==> src/rtl/brq_pkg.sv <==
// Shared types and constants for the branch resolve queue.
// The entry index width is fixed here; the top-level INDEX_WIDTH should match it.
// PC step is the fall-through distance used when a taken prediction was wrong.
package brq_pkg;

  localparam int BRQ_INDEX_WIDTH = 8;
  localparam logic [31:0] BRQ_PC_STEP = 32'd4;

  typedef struct packed {
    logic [31:0]                pc;
    logic [BRQ_INDEX_WIDTH-1:0] index;
    logic                       pred;
    logic [31:0]                target;
  } brq_entry_t;

endpackage

==> src/rtl/brq_fifo.sv <==
// Circular FIFO of brq_entry_t with a synchronous flush that empties it in one cycle.
// Latency: a pushed entry is visible at head_data the cycle after the push.
// Backpressure: pushes while full and pops while empty are ignored; flush beats push and pop.
module brq_fifo
  import brq_pkg::*;
#(
  parameter int DEPTH_LOG2 = 2
) (
  input  logic                  clk,
  input  logic                  rstn,
  input  logic                  flush,
  input  logic                  push,
  input  brq_entry_t            push_data,
  input  logic                  pop,
  output brq_entry_t            head_data,
  output logic [DEPTH_LOG2:0]   count,
  output logic                  full,
  output logic                  empty
);

  localparam int DEPTH = 1 << DEPTH_LOG2;

  brq_entry_t            mem [DEPTH];
  logic [DEPTH_LOG2-1:0] head;
  logic [DEPTH_LOG2-1:0] tail;
  logic                  do_push;
  logic                  do_pop;

  assign full      = (count == (DEPTH_LOG2 + 1)'(DEPTH));
  assign empty     = (count == '0);
  assign do_push   = push & ~full & ~flush;
  assign do_pop    = pop & ~empty & ~flush;
  assign head_data = mem[head];

  // Entry storage: written at the tail, never reset (occupancy guards every read).
  always_ff @(posedge clk) begin
    if (do_push) begin
      mem[tail] <= push_data;
    end
  end

  // Pointers and occupancy; flush returns the queue to its reset state.
  always_ff @(posedge clk) begin
    if (!rstn || flush) begin
      head  <= '0;
      tail  <= '0;
      count <= '0;
    end else begin
      if (do_push) tail <= tail + DEPTH_LOG2'(1);
      if (do_pop)  head <= head + DEPTH_LOG2'(1);
      case ({do_push, do_pop})
        2'b10:   count <= count + (DEPTH_LOG2 + 1)'(1);
        2'b01:   count <= count - (DEPTH_LOG2 + 1)'(1);
        default: count <= count;
      endcase
    end
  end

endmodule

==> src/rtl/branch_resolve_queue.sv <==
// Holds predicted branches in order, checks outcomes from execute, drives predictor updates and flushes.
// Latency: update/mispredict pulse 1 cycle after resolve; resolves are spaced so upd_valid is never back-to-back.
// Backpressure: push_ready = ~full (no bypass); res_ready = ~empty & ~upd_valid. Stats counters built only with BRQ_STATS_EN.
module branch_resolve_queue
  import brq_pkg::*;
#(
  parameter int DEPTH_LOG2  = 2,
  parameter int INDEX_WIDTH = BRQ_INDEX_WIDTH
) (
  input  logic                   clk,
  input  logic                   rstn,
  input  logic                   push_valid,
  output logic                   push_ready,
  input  logic [31:0]            push_pc,
  input  logic [INDEX_WIDTH-1:0] push_index,
  input  logic                   push_pred,
  input  logic [31:0]            push_target,
  input  logic                   res_valid,
  output logic                   res_ready,
  input  logic                   res_taken,
  output logic                   upd_valid,
  output logic [31:0]            upd_pc,
  output logic [INDEX_WIDTH-1:0] upd_index,
  output logic                   upd_taken,
  output logic                   mispredict,
  output logic [31:0]            redirect_pc,
  output logic [DEPTH_LOG2:0]    count,
  output logic [31:0]            stat_branches,
  output logic [31:0]            stat_mispredicts
);

  brq_entry_t push_entry;
  brq_entry_t head_entry;
  logic       full;
  logic       empty;
  logic       push_fire;
  logic       res_fire;
  logic       mis_now;

  // Pack the incoming prediction into a queue entry.
  always_comb begin
    push_entry        = '0;
    push_entry.pc     = push_pc;
    push_entry.index  = BRQ_INDEX_WIDTH'(push_index);
    push_entry.pred   = push_pred;
    push_entry.target = push_target;
  end

  assign push_ready = ~full;
  assign res_ready  = ~empty & ~upd_valid;
  assign push_fire  = push_valid & push_ready;
  assign res_fire   = res_valid & res_ready;
  // A wrong prediction flushes everything younger, including a push arriving this cycle.
  assign mis_now    = res_fire & (res_taken != head_entry.pred);

  brq_fifo #(
    .DEPTH_LOG2 (DEPTH_LOG2)
  ) u_fifo (
    .clk       (clk),
    .rstn      (rstn),
    .flush     (mis_now),
    .push      (push_fire & ~mis_now),
    .push_data (push_entry),
    .pop       (res_fire),
    .head_data (head_entry),
    .count     (count),
    .full      (full),
    .empty     (empty)
  );

  // Register the predictor update and flush for one cycle after each resolve.
  always_ff @(posedge clk) begin
    if (!rstn) begin
      upd_valid   <= 1'b0;
      upd_pc      <= '0;
      upd_index   <= '0;
      upd_taken   <= 1'b0;
      mispredict  <= 1'b0;
      redirect_pc <= '0;
    end else begin
      upd_valid  <= res_fire;
      mispredict <= mis_now;
      if (res_fire) begin
        upd_pc    <= head_entry.pc;
        upd_index <= INDEX_WIDTH'(head_entry.index);
        upd_taken <= res_taken;
      end
      if (mis_now) begin
        redirect_pc <= res_taken ? head_entry.target : head_entry.pc + BRQ_PC_STEP;
      end
    end
  end

`ifdef BRQ_STATS_EN
  // Free-running resolve and mispredict counters, wrapping at 2^32.
  always_ff @(posedge clk) begin
    if (!rstn) begin
      stat_branches    <= '0;
      stat_mispredicts <= '0;
    end else begin
      if (res_fire) stat_branches    <= stat_branches + 32'd1;
      if (mis_now)  stat_mispredicts <= stat_mispredicts + 32'd1;
    end
  end
`else
  assign stat_branches    = '0;
  assign stat_mispredicts = '0;
`endif

endmodule

==> config.mk <==
export PLATFORM = sky130hd
export DESIGN_NAME = branch_resolve_queue
export DESIGN_NICKNAME = d
export VERILOG_FILES = /design/src/rtl/brq_pkg.sv /design/src/rtl/brq_fifo.sv /design/src/rtl/branch_resolve_queue.sv
export SDC_FILE = /design/constraint.sdc
export NUM_CORES = 1
export LEC_CHECK = 0
export BUFFER_PORTS_ARGS = -buffer_cell sky130_fd_sc_hd__buf_4
export CORE_ASPECT_RATIO = 0.8
export CORE_UTILIZATION = 30
export CTS_CLUSTER_DIAMETER = 30
export CTS_CLUSTER_SIZE = 10
export DETAILED_ROUTE_END_ITERATION = 8
export PLACE_DENSITY = 0.56
export SYNTH_ARGS = -nofsm -noshare
export SYNTH_HDL_FRONTEND = slang
export SYNTH_SLANG_ARGS = --single-unit
==> constraint.sdc <==
create_clock -name clk -period 5.83 [get_ports clk]
set_input_delay 0.583 -clock clk [delete_from_list [all_inputs] [get_ports clk]]
set_output_delay 0.583 -clock clk [all_outputs]
set_load 0.02 [all_outputs]
Word level (Yosys, flattened, before mapping)
Memories as Yosys holds them, arrays and structs flattened. A register that Yosys moved wholly into a read port is not among the register bits.
Index checks and enable logic that the tools add are counted.

cells by class
  mux-type cells = 6
  $mul = 0
  $add $sub $neg = 5
  order comparisons = 0
  shifts and indexed selects = 0
  div/mod/pow operators = 0
  reductions and logical operators = 4
  bitwise gates (word level) = 13
  eq/ne operators = 4

operator list
  cell                   number
  $add 32x3->32 const B  1
  $mux 32                1
  $and 1x1->1            9
  $pmux 3 s2             1
  $add 2x1->2 const B    2
  $mux 2                 2
  $not 1->1              4
  $add 3x1->3 const B    1
  $eq 3x3->1 const B     1
  $logic_not 3->1        1
  $sub 3x1->3 const B    1
  $eq 2x1->1 const B     1
  $eq 2x2->1 const B     1
  $mux 1                 2
  $reduce_bool 2->1      1
  $logic_not 1->1        1
  $logic_or 1x1->1       1
  $ne 1x1->1             1

word-level totals
  bits in latches = 0
  memory bits (writable) = 292
  register bits after elaboration = 82
  output and inout port bits = 144
  input port bits = 78
  logic and storage cells = 42
  memories kept = 1
  bits in read-only memories = 0

memories
  name        depth  bits a word  read ports  clocked after memory_dff  write ports  RTL line        source
  u_fifo.mem  4      73           1           1                         1            brq_fifo.sv:23  brq_entry_t mem [DEPTH];

Logic depth before layout (Yosys ltp)
Gate-level depths: netlist of the first run.

  word-level depth = 11
  mapped depth = 15
  mapped depth without buffers = 12

Hierarchy
Synthesis of the first run repeated with hierarchy kept, for this count alone.

unflattened totals
  cells, all modules = 969
  area total of the unflattened synthesis = 15438.6 um2

modules (own cells, without submodules)
  module                area an instance (um2)  cells an instance  seq. area each (um2)  times used
  brq_fifo              11190.7                 436                8948.6                1
  branch_resolve_queue  4247.8                  533                1501.4                1

Worst setup path after synthesis of the first run
Ideal clock, no wire load.

  path kind = register to register
  start = register with a tool-made name
  end = memory u_fifo.mem[0][0] (netlist name), enable pin
  path slack = 1886 ps
  arrival = 3505 ps
  cell stages (with the launch flop) = 9
  library setup time = 439 ps
  data required time = 5391 ps
  clock period less this slack = 3944 ps
  path buffers = 3
  cell sequence = dfxtp_1 > buf_6 > buf_12 > mux4_2 > xnor2_2 > and2_1 > buf_6 > nor2_2 > and2_1

RTL lines
  element        RTL line
  end, declared  brq_fifo.sv:23

Worst setup path in the final report of the first run
  start = register u_fifo.count[2]
  end = memory u_fifo.mem[1][7] (netlist name), enable pin

on the way
  longest elaborated chain between the ends = 11
  elaborated cells on any way between the ends = 14
  those cells by class = 1 x eq/ne; 2 x mux; 10 x bitwise; 1 x reduce/logical

RTL lines
  element                         RTL line                                    source
  start, declared                 brq_fifo.sv:16                              output logic [DEPTH_LOG2:0] count,
  start signal, assigned          brq_fifo.sv:52                              2'b10: count <= count + (DEPTH_LOG2 + 1)'(1);
  start signal, assigned          brq_fifo.sv:53                              2'b01: count <= count - (DEPTH_LOG2 + 1)'(1);
  start signal, assigned          brq_fifo.sv:54                              default: count <= count;
  $logic_not 3->1                 brq_fifo.sv:30                              assign empty = (count == '0);
  $not 1->1                       branch_resolve_queue.sv:50                  assign res_ready = ~empty & ~upd_valid;
  $and 1x1->1                     branch_resolve_queue.sv:50
  $and 1x1->1                     branch_resolve_queue.sv:52                  assign res_fire = res_valid & res_ready;
  $and 1x1->1                     branch_resolve_queue.sv:54                  assign mis_now = res_fire & (res_taken != head_entry.pred);
  $not 1->1                       brq_fifo.sv:31, branch_resolve_queue.sv:62
  $and 1x1->1                     branch_resolve_queue.sv:62                  .push (push_fire & ~mis_now),
  $and 1x1->1                     brq_fifo.sv:31                              assign do_push = push & ~full & ~flush;
  $and 1x1->1 *                   brq_fifo.sv:31
  $mux 1 *                        brq_fifo.sv:37                              if (do_push) begin
  $mux 1 (not written as such) *  brq_fifo.sv:38                              mem[tail] <= push_data;

Every way passes the cells marked *; elsewhere a longest branch is shown, timed or not.

==> results of run 1 <==
==> logic make-up (layout without fill, tap and decap cells) <==
group | after synthesis | in the layout | synth area share [%]
flops | 376 | 376 | 68.67
other cells | 1 | 65 | 0.02464
buf+inv | 118 | 324 | 5.467
simple gates | 215 | 215 | 7.202
fa+ha+maj | 7 | 7 | 0.6248
compound gates | 108 | 108 | 4.473
xor+xnor | 33 | 33 | 1.949
mux | 81 | 81 | 11.59
==> power by group <==
group | switching [mW] | internal (mW) | total (mW)
clock network | 1.45 | 2.94 | 4.39
registers | 0.161 | 3.32 | 3.48
logic | 1.17 | 0.699 | 1.87
total | 2.78 | 6.96 | 9.74
==> Yosys cell counts, types with 4 or more instances <==
cell type	n	area (um^2)
nor2b_1	11	68.82
and2_1	8	50.05
nand4_1	10	62.56
nand2_1	116	435.4
xnor2_1	10	87.58
mux2i_1	6	60.06
mux4_2	64	1441
ha_1	6	75.07
o21ai_0	6	30.03
o21ai_1	13	65.06
and3_1	11	68.82
nor3_1	5	25.02
a21boi_0	4	30.03
clkbuf_1	19	71.32
o211ai_1	5	37.54
buf_4	69	518.0
nor2_1	24	90.09
buf_6	7	78.83
buf_12	4	80.08
mux4_1	9	236.5
nand3_1	12	60.06
edfxtp_1	292	8768
xor2_1	22	192.7
dfxtp_1	84	1682
inv_1	11	41.29
buf_2	4	20.02
a21boi_1	4	30.03
a21oi_1	52	260.3
==> cells in the final DEF, fill, tap and decap left out, drive strengths merged, types with 9 or more instances in the layout <==
cell type | netlist | final
xor2 | 22 | 22
edfxtp | 292 | 292
a21oi | 52 | 52
dfxtp | 84 | 84
inv | 11 | 14
mux4 | 73 | 73
nor2 | 27 | 27
nand3 | 14 | 14
and3 | 11 | 11
nand2 | 117 | 117
o21ai | 19 | 19
bufinv | 0 | 9
buf | 86 | 170
nand4 | 13 | 13
clkinv | 0 | 29
conb | 1 | 64
clkbuf | 21 | 96
nor2b | 11 | 11
xnor2 | 11 | 11
==> metal layers <==
metal	track usage, %	up-vias
li1	-	3894
met1	21.08	4323
met5	0	-
met2	22.99	293
met3	3.165	74
met4	5.207	0
==> through the flow <==
step           cell area, um^2  util, %  std cells  setup WS, ns
6_report                 19470    39.04       1884         2.388
3_3_place_gp             16810    33.70       1740         2.223
2_1_floorplan            15450        -       1002         1.886
4_1_cts                  19470    39.03       1883         2.291
3_5_place_dp             16810    33.70       1740         2.138
5_1_grt                  19470    39.03       1883         2.154
==> state kept, by name, summed over array words and instances, names as in the netlist, named ones only <==
name          cells
upd_valid         1
redirect_pc      32
u_fifo.mem      292
u_fifo.count      3
upd_pc           32
mispredict        1
u_fifo.head       2
upd_index         8
upd_taken         1
u_fifo.tail       2
==> final cells by class <==
type	count	area [um^2]	share of cell area [%]
flip-flops and latches	376	10460	53.71
multi-input cells	508	4189	21.52
clock buffers	96	2069	10.63
repair buffers	170	1276	6.555
well taps	675	844.6	4.338
clock inverters	47	588.1	3.021
inverters	11	41.29	0.2121
diodes	1	2.502	0.01285
==> worst max-delay path by stage <==
stage,endpoint
final,u_fifo.mem[1][7]$_DFFE_PP_
after CTS,u_fifo.mem[0][1]$_DFFE_PP_
after detailed placement,u_fifo.mem[0][24]$_DFFE_PP_
after global placement,u_fifo.mem[1][43]$_DFFE_PP_
after global routing,u_fifo.mem[1][13]$_DFFE_PP_
after floorplan,u_fifo.mem[0][0]$_DFFE_PP_
==> impl_results.md, run 1 <==
- Die H: 203.5 um
- Remaining Overflow, GRT: 0
- Number of placement rows: 73
- Worst IR drop on VDD: 0.2799 mV
- Syn avg cell area: 16.21 um^2
- Number of synthesized flops with an enable pin: roughly 300
- Met2 wire length: 17,940 um
- Critical path's top delay family: simple AND/OR/NAND/NOR gates
- Setup Skew: 0.02284 ns
- Setup bufs post-CTS: 0
- Die Wd: about 250 um
- Worst Hold Depth: 1
- Worst Hold Class: in -> reg
- CTS sink cnt: 376
- RSZ-0062 raised after global routing: no
- Critical path depth in cells: 7
- Tmin final: around 3.4 ns
- WL/cell: between 20 and 25 um
- Critical path capture point type: flop
- TNS Setup: 0 ns
- DR vias: 8,584
- Leakage: between 6 and 7 nW
- Kind of critical path: reg -> reg
- Boundary Pins: roughly 220
- Antenna Violating Nets Remaining: 0
- Initial antenna violation count: 1
- Worst Reg-to-Reg Cells: 7
- Max Freq: 0.2905 GHz
- CP bufs+invs: 2
- Final Setup Violations: 0
- Fillers: 4,618
- Most frequent CP cell: buf_4
- FF-to-FF End: u_fifo.mem[1][7]$_DFFE_PP_
- Pwr Density: 500.3 nW/um^2
- Vias in the first global route: 8,719
- Total GRT Usage: 15.01%
- Cells after Synth: around 940
- Sequential area share after synthesis: 68.67%
- Crit path max fanout: 65
- Endpoints failing hold: 0
- CTS tree: done
- Total CTS buffers: 77
- Clk slew on worst S/H paths: 0.05 ns
- Via/cell ratio: 4.556
- Worst-margin pin slew: 1.064 ns
- Top Layer Used: met4
- Status: completed
- Clock tree root driver cell: clkbuf_16
- First DRT Iteration DRCs: between 500 and 600
- Worst reg-to-reg setup slack: 2.39 ns
- Detailed Place HPWL: 25,710 um
- WHS Endpoint: u_fifo.mem[2][28]$_DFFE_PP_
- H-Tree Depth: 3
- Core ar.: 49,870 um^2
- Critical Path Start: u_fifo.count[2]$_SDFFE_PP0P_
- DRC Markers: 0
- Crit path launch type: flop
- Worst r2r src: u_fifo.count[2]$_SDFFE_PP0P_
- Hold_ws: around 0.20 ns
- WL final: just under 40,000 um
- Number of port buffers: 157
- CTS Buffer Depth: 3
- CP cell instances: or3_1, and3_2, buf_4, and2_1, nor2_2, and2_4, buf_4
- Crit path largest cell delay: 0.88 ns
- Synth cell types: 63
- WL met1: ~18,000 um
- Total power: 9.741 mW
- Largest net degree at the start of global routing: 66
- Crit path DAT: 3.71 ns
- Hold_buf cts: 0
- Share of layout cells above drive strength 1: 32.04%
- Max Cap Viol: 0
- Primary FF master, synth: edfxtp_1
- Final net count: 1,229
- Area grow syn2layout: 27.93%
- Worst endpoint required time: 6.09 ns
- Slew margin rel.: 29.08%
- Hold path start: push_target[28]
- GPL Wtd Cong: between 0.7 and 0.8
- First-pass GRT wire length: 56,720 um
- Die area: 51,640 um^2
- Cell area after synthesis: 15,220 um^2
- Initial Utilization: about 31%
- Post-cts sizing count: 0
- Latest clock arrival within the worst-skew pair: around 0.58 ns
- Critical-path top delay cell: and2_4
- Flops & latches, synth: 376
- Async set-reset flop share out of synthesis: 0%
- Max Slew Vio Count: 0
- Metal3 WL: 2136 um
- Detailed Routing Iterations Pass 1: 4
- Synth warn: 0
- Period Utilization, post-route: 59.04%
No activity file was read; power rests on OpenSTA's default activity.
==> run 2: changes to the inputs <==
--- a/config.mk
+++ b/config.mk
@@ -11,7 +11,7 @@
 export CTS_CLUSTER_DIAMETER = 30
 export CTS_CLUSTER_SIZE = 10
 export DETAILED_ROUTE_END_ITERATION = 8
-export PLACE_DENSITY = 0.56
+export PLACE_DENSITY = 0.58
 export SYNTH_ARGS = -nofsm -noshare
 export SYNTH_HDL_FRONTEND = slang
 export SYNTH_SLANG_ARGS = --single-unit
==> constraint.sdc (replaced) <==
create_clock -name clk -period 2.9 [get_ports clk]
set_input_delay 0.29 -clock clk [delete_from_list [all_inputs] [get_ports clk]]
set_output_delay 0.29 -clock clk [all_outputs]
set_load 0.02 [all_outputs]
==> impl_results.md, run 2 (synthesized netlist as in run 1, its figures left out) <==
- Post-cts sizing count: 0 (unchanged)
- Setup bufs post-CTS: 0 (unchanged)
- Clock tree root driver cell: clkbuf_16
- Largest register FFs: 292 (unchanged)
- Fillers: 4,509 (-2.4%)
- CTS sink cnt: 376 (unchanged)
- FF+latch area: 10,460 um^2 (unchanged)
- Worst-margin pin slew: 0.9122 ns (-0.1516 ns)
- Post-Place Cell Area: 17,120 um^2 (+1.9%)
- Number of port buffers: 157 (unchanged)
- Crit path launch type: flop
- Worst IR drop on VDD: 0.4609 mV (+65%)
- Initial antenna violation count: 5 (+4)
- Max Freq: 0.3792 GHz (+31%)
- Die area: 51,640 um^2 (unchanged)
- Critical path capture point type: flop
- WL final: 39,730 um (+2.8%)
- First DRT Iteration DRCs: 790 (+49%)
- Total CTS buffers: 82 (+6.5%)
- Largest net degree at the start of global routing: 47 (-29%)
- Latest clock arrival within the worst-skew pair: 0.60 ns (+0.02 ns)
- Pwr Density: 997.1 nW/um^2 (+99%)
- Psw: 5.678 mW (+100%)
- Largest regs: u_fifo.mem (292), redirect_pc (32), upd_pc (32)
- Slew margin rel.: 39.19% (+10 points)
- P_int: 15.06 mW (+120%)
- Final Instance Area: 20,790 um^2 (+6.8%)
- DRC Markers: 0 (unchanged)
- Top reg by flops: u_fifo.mem
- DR vias: 9,126 (+6.3%)
- Max Slew Vio Count: 0 (unchanged)
- H-Tree Depth: 3 (unchanged)
- Max Cap Viol: 0 (unchanged)
- Initial Utilization: 30.52% (unchanged)
- Crit path max fanout: 18 (-72%)
- Antenna Violating Nets Remaining: 0 (unchanged)
- CTS Buffer Depth: 3 (unchanged)
- Status: completed
- Detailed Place HPWL: 26,340 um (+2.5%)
- Setup Skew: 0.02659 ns (+0.003749 ns)
- Final net count: 1,332 (+8.4%)
- GPL Wtd Cong: 0.8383 (+6.4%)
- Die H: 203.5 um (unchanged)
- Most common cell after layout, fill and taps aside: edfxtp_1
- Period Utilization, post-route: 90.93% (+32 points)
- Total power: 20.73 mW (+110%)
- Worst Hold Class: in -> reg
- Final Setup Violations: 0 (unchanged)
- Worst endpoint required time: 3.36 ns (-2.73 ns)
- Most frequent cells in the layout: 292 x edfxtp_1, 185 x buf_4, 116 x nand2_1, 84 x clkbuf_16, 82 x dfxtp_1
- Area grow syn2layout: 36.64%
- First-pass GRT wire length: 59,290 um (+4.5%)
- RSZ-0062 raised after global routing: no
- Area occupied by multi-input gates: 4189 um^2 (unchanged)
- Clock share of power: 46.6% (+1.6 points)
- WL/cell: 19.94 um (-2.8%)
- Remaining Overflow, GRT: 0 (unchanged)
- Endpoints failing hold: 0 (unchanged)
- Tmin final: 2.637 ns (-0.8048 ns)
- Number of placement rows: 73 (unchanged)
- Reg power frac: 33.6% (-2.1 points)
- Combinational fraction of design power: 19.9% (+0.7 points)
- Vias in the first global route: 9,418 (+8.0%)
- Total GRT Usage: 15.66% (+0.66 points)
- Switching part of the total: 27.38% (-1.2 points)
- Share of layout cells above drive strength 1: 32.02% (about the same)
- Via/cell ratio: 4.579 (+0.50%)
- Core ar.: 49,870 um^2 (unchanged)
- Crit path DAT: 3.09 ns (-0.62 ns)
- Hold_buf cts: 73 (+73)
- Clk slew on worst S/H paths: 0.04 ns (about the same)
- CTS tree: done
- Die Wd: 253.8 um (unchanged)
- Leakage: 7.441 nW (+8.7%)
- Boundary Pins: 222 (unchanged)
- Kind of critical path: reg -> reg
- Detailed Routing Iterations Pass 1: 5 (+1)
-- run 2: path summary, 6_finish.rpt --
path	start	to	slack [ns]	cells past startpoint
max	flop	u_fifo.count[2]$_SDFFE_PP0P_	0.26	12
min	rstn	redirect_pc[8]$_SDFFE_PN0P_	0.10	2
max reg2reg	flop	u_fifo.count[2]$_SDFFE_PP0P_	0.26	12
min reg2reg	upd_pc[0]$_SDFFE_PN0P_	upd_pc[0]$_SDFFE_PN0P_	0.45	2
-- run 2: layout make-up --
type	count	share of cell area, %
sequential	376	50.29
multi-input combinational	508	20.14
timing repair buffer	268	11.16
clock buffer	108	10.93
tap	675	4.061
clock inverter	44	3.189
inverter	11	0.1986
antenna	3	0.03610
-- run 2: power groups by stage --
stage	Clock (mW)	Combinational [mW]	Sequential (mW)
final	9.66	4.12	6.96
after global routing	10.1	4.44	7.03
after CTS	9.80	4.19	6.97
after detailed placement	0	4.08	7.05
after global placement	0	4.06	7.03
after floorplan	0	2.31	7.27
-- run 2: per-stage QoR --
step / setup WS [ns] / setup TNS, ns / std cells / hold slack, ns / utilization [%]
6_report: 0.2630 / 0 / 1993 / 0.1012 / 41.70
5_1_grt: 0.06358 / 0 / 1991 / 0.09302 / 41.69
4_1_cts: 0.2623 / 0 / 1990 / 0.07049 / 41.68
3_5_place_dp: 0.2800 / 0 / 1765 / 0.4495 / 34.33
3_3_place_gp: 0.2600 / 0 / 1765 / 0.4472 / 34.33
2_1_floorplan: -0.2447 / -71.46 / 1002 / 0.3889 / -
-- run 2: critical path, cell delays in order, from the launching register on --
cell,delay (ns)
dfxtp_4,0.56
mux4_2,0.39
xnor2_2,0.23
and2_1,0.20
nor2_2,0.05
inv_1,0.06
ha_1,0.16
inv_1,0.06
fa_1,0.37
xor2_1,0.15
nor2_1,0.11
xnor2_1,0.12
nor2_1,0.05
-- run 2: per-layer routing --
metal	routed length, um	vias to the layer above	track usage, %
met5	8	-	0
met1	18320	4614	21.86
met2	18250	347	23.67
met4	689	2	5.400
li1	-	4105	-
met3	2470	58	3.944
==> run 3: changes to the inputs <==
--- a/config.mk
+++ b/config.mk
@@ -6,7 +6,6 @@
 export NUM_CORES = 1
 export LEC_CHECK = 0
 export BUFFER_PORTS_ARGS = -buffer_cell sky130_fd_sc_hd__buf_4
-export CORE_ASPECT_RATIO = 0.8
 export CORE_UTILIZATION = 30
 export CTS_CLUSTER_DIAMETER = 30
 export CTS_CLUSTER_SIZE = 10
==> impl_results.md, run 3 (synthesized netlist as in run 1, its figures left out) <==
- Most frequent cells in the layout: 292 x edfxtp_1, 182 x buf_4, 116 x nand2_1, 82 x dfxtp_1, 76 x clkbuf_16
- Remaining Overflow, GRT: 0 (unchanged)
- CTS sink cnt: 376 (unchanged)
- Largest net degree at the start of global routing: 52 (+11%)
- Crit path launch type: flop
- Period Utilization, post-route: 90.70% (-0.23 points)
- Worst-margin pin slew: 0.6143 ns (-0.2979 ns)
- Initial antenna violation count: 7 (+2)
- Vias in the first global route: 9,028 (-4.1%)
- Number of placement rows: 82 (+12%)
- Setup bufs post-CTS: 0 (unchanged)
- Setup Skew: 0.03657 ns (+0.009974 ns)
- Die Wd: 227.2 um (-10%)
- Hold_buf cts: 73 (unchanged)
- First DRT Iteration DRCs: 626 (-21%)
- Number of port buffers: 157 (unchanged)
- WL final: 39,570 um (-0.41%)
- Status: completed
- H-Tree Depth: 3 (unchanged)
- CP bufs+invs: 2 (unchanged)
- Total GRT Usage: 15.41% (-0.26 points)
- Endpoints failing hold: 0 (unchanged)
- WHS Endpoint: redirect_pc[16]$_SDFFE_PN0P_
- Worst Hold Class: in -> reg
- Max Freq: 0.3802 GHz (+0.25%)
- Clock tree root driver cell: clkbuf_16
- Core ar.: 50,070 um^2 (+0.40%)
- Detailed Routing Iterations Pass 1: 7 (+2)
- Final net count: 1,319 (-0.98%)
- Latest clock arrival within the worst-skew pair: 0.59 ns (about the same)
- Critical path capture point type: flop
- Top reg by flops: u_fifo.mem
- CTS tree: done
- Tmin final: 2.630 ns (-0.006652 ns)
- Largest regs: u_fifo.mem (292), redirect_pc (32), upd_pc (32)
- CP cell instances: mux4_2, xnor2_2, and2_1, nor2_2, inv_1, ha_1, inv_1, fa_1, xor2_1, nor2_1, xnor2_1, nor2_1
- Die area: 51,630 um^2 (about the same)
- Area grow syn2layout: 33.41%
- RSZ-0062 raised after global routing: no
- Hold path start: rstn
- Total CTS buffers: 73 (-11%)
- Worst Reg-to-Reg Cells: 12 (unchanged)
- Leakage: 7.227 nW (-2.9%)
- Initial Utilization: 30.40% (-0.12 points)
- Max Slew Vio Count: 0 (unchanged)
- TNS Setup: 0 ns (unchanged)
- Worst Hold Depth: 2 (unchanged)
- Worst endpoint required time: 3.33 ns (-0.03 ns)
- FF-to-FF End: u_fifo.count[2]$_SDFFE_PP0P_
- Antenna Violating Nets Remaining: 0 (unchanged)
- CTS Buffer Depth: 3 (unchanged)
- Worst IR drop on VDD: 0.4504 mV (-2.3%)
- Max Cap Viol: 0 (unchanged)
- Clk slew on worst S/H paths: 0.05 ns (about the same)
- Worst setup margin: 0.2697 ns (+0.006652 ns)
- Crit path max fanout: 6 (-12)
- Crit path DAT: 3.06 ns (-0.03 ns)
- Crit path largest cell delay: 0.53 ns (-0.03 ns)
- Slew margin rel.: 59.05% (+20 points)
- Post-cts sizing count: 0 (unchanged)
- Most common cell after layout, fill and taps aside: edfxtp_1
- Largest register FFs: 292 (unchanged)
- WL/cell: 20.12 um (+0.90%)
- Boundary Pins: 222 (unchanged)
- Kind of critical path: reg -> reg
- Die H: 227.2 um (+12%)
- Post-Place Worst Slack: 0.2691 ns (-0.01089 ns)
- DRC Markers: 0 (unchanged)
- DR vias: 8,940 (-2.0%)
- Critical path's top delay family: multiplexers
- First-pass GRT wire length: 57,300 um (-3.4%)
- Critical-path top delay cell: mux4_2
- Share of layout cells above drive strength 1: 31.35% (-0.67 points)
- Final Setup Violations: 0 (unchanged)
- GPL Wtd Cong: 0.8049 (-4.0%)
- Worst reg-to-reg setup slack: 0.27 ns (about the same)
- Pwr Density: 955.9 nW/um^2 (-4.1%)
- Detailed Place HPWL: 26,520 um (+0.67%)
- Via/cell ratio: 4.545 (-0.74%)
[run 3: changes by cell type in the layout (fill, tap and decap cells not counted), sizes merged]
cell / delta
clkbuf: -17
clkinv: +5
inv: +1
buf: -4
bufinv: -6
clkinvlp: -2
[run 3: worst register-to-register path, cell delays in order, from the launching register on]
cell	delay [ns]
dfxtp_4	0.37
mux4_2	0.53
xnor2_2	0.22
and2_1	0.20
nor2_2	0.09
inv_1	0.07
ha_1	0.16
inv_1	0.06
fa_1	0.37
xor2_1	0.15
nor2_1	0.11
xnor2_1	0.12
nor2_1	0.05
[run 3: metrics by stage]
step                total power [mW]  cell area [um^2]  utilization, %  hold WS [ns]  instances
floorplan                      9.576             15460               -        0.3889       1002
global placement               11.11             17080           34.10        0.4460       1758
detailed placement             11.15             17080           34.10        0.4483       1758
CTS                            19.65             20300           40.54        0.1039       1964
global route                   20.20             20300           40.55        0.1067       1967
finish                         19.41             20300           40.55        0.1247       1967
[run 3: worst max path at each step]
stage	start	to	slack, ns	cells after the start
2_1_floorplan	flop	u_fifo.mem[0][0]$_DFFE_PP_	-0.24	8
3_3_place_gp	flop	u_fifo.count[2]$_SDFFE_PP0P_	0.27	12
3_5_place_dp	flop	u_fifo.count[2]$_SDFFE_PP0P_	0.27	12
4_1_cts	flop	u_fifo.count[2]$_SDFFE_PP0P_	0.26	12
5_1_grt	u_fifo.mem[3][32]$_DFFE_PP_	u_fifo.count[1]$_SDFFE_PP0P_	0.12	11
6_report	flop	u_fifo.count[2]$_SDFFE_PP0P_	0.27	12
[run 3: report_power, final]
group	leakage [nW]	total (mW)	internal [mW]	switching, mW
Combinational	2.65	4.09	1.62	2.46
Clock	1.22	8.34	5.64	2.70
Sequential	3.36	6.98	6.66	0.316
Total	7.23	19.4	13.9	5.48
[run 3: layer usage]
metal / track usage (%) / up-vias / wire [um]
li1: - / 4075 / -
met1: 19.68 / 4444 / 16870
met2: 23.82 / 341 / 18410
met3: 5.950 / 72 / 3361
met4: 5.304 / 8 / 884
met5: 0 / - / 48
[run 3: cell type report]
type,instances,area [um^2]
Clock buffer,91,2018
Sequential cell,376,10460
Fill cell,4602,29760
Tap cell,672,840.8
Antenna cell,3,7.507
Multi-Input combinational cell,508,4189
Timing Repair Buffer,264,2277
Inverter,11,41.29
Clock inverter,42,471.7
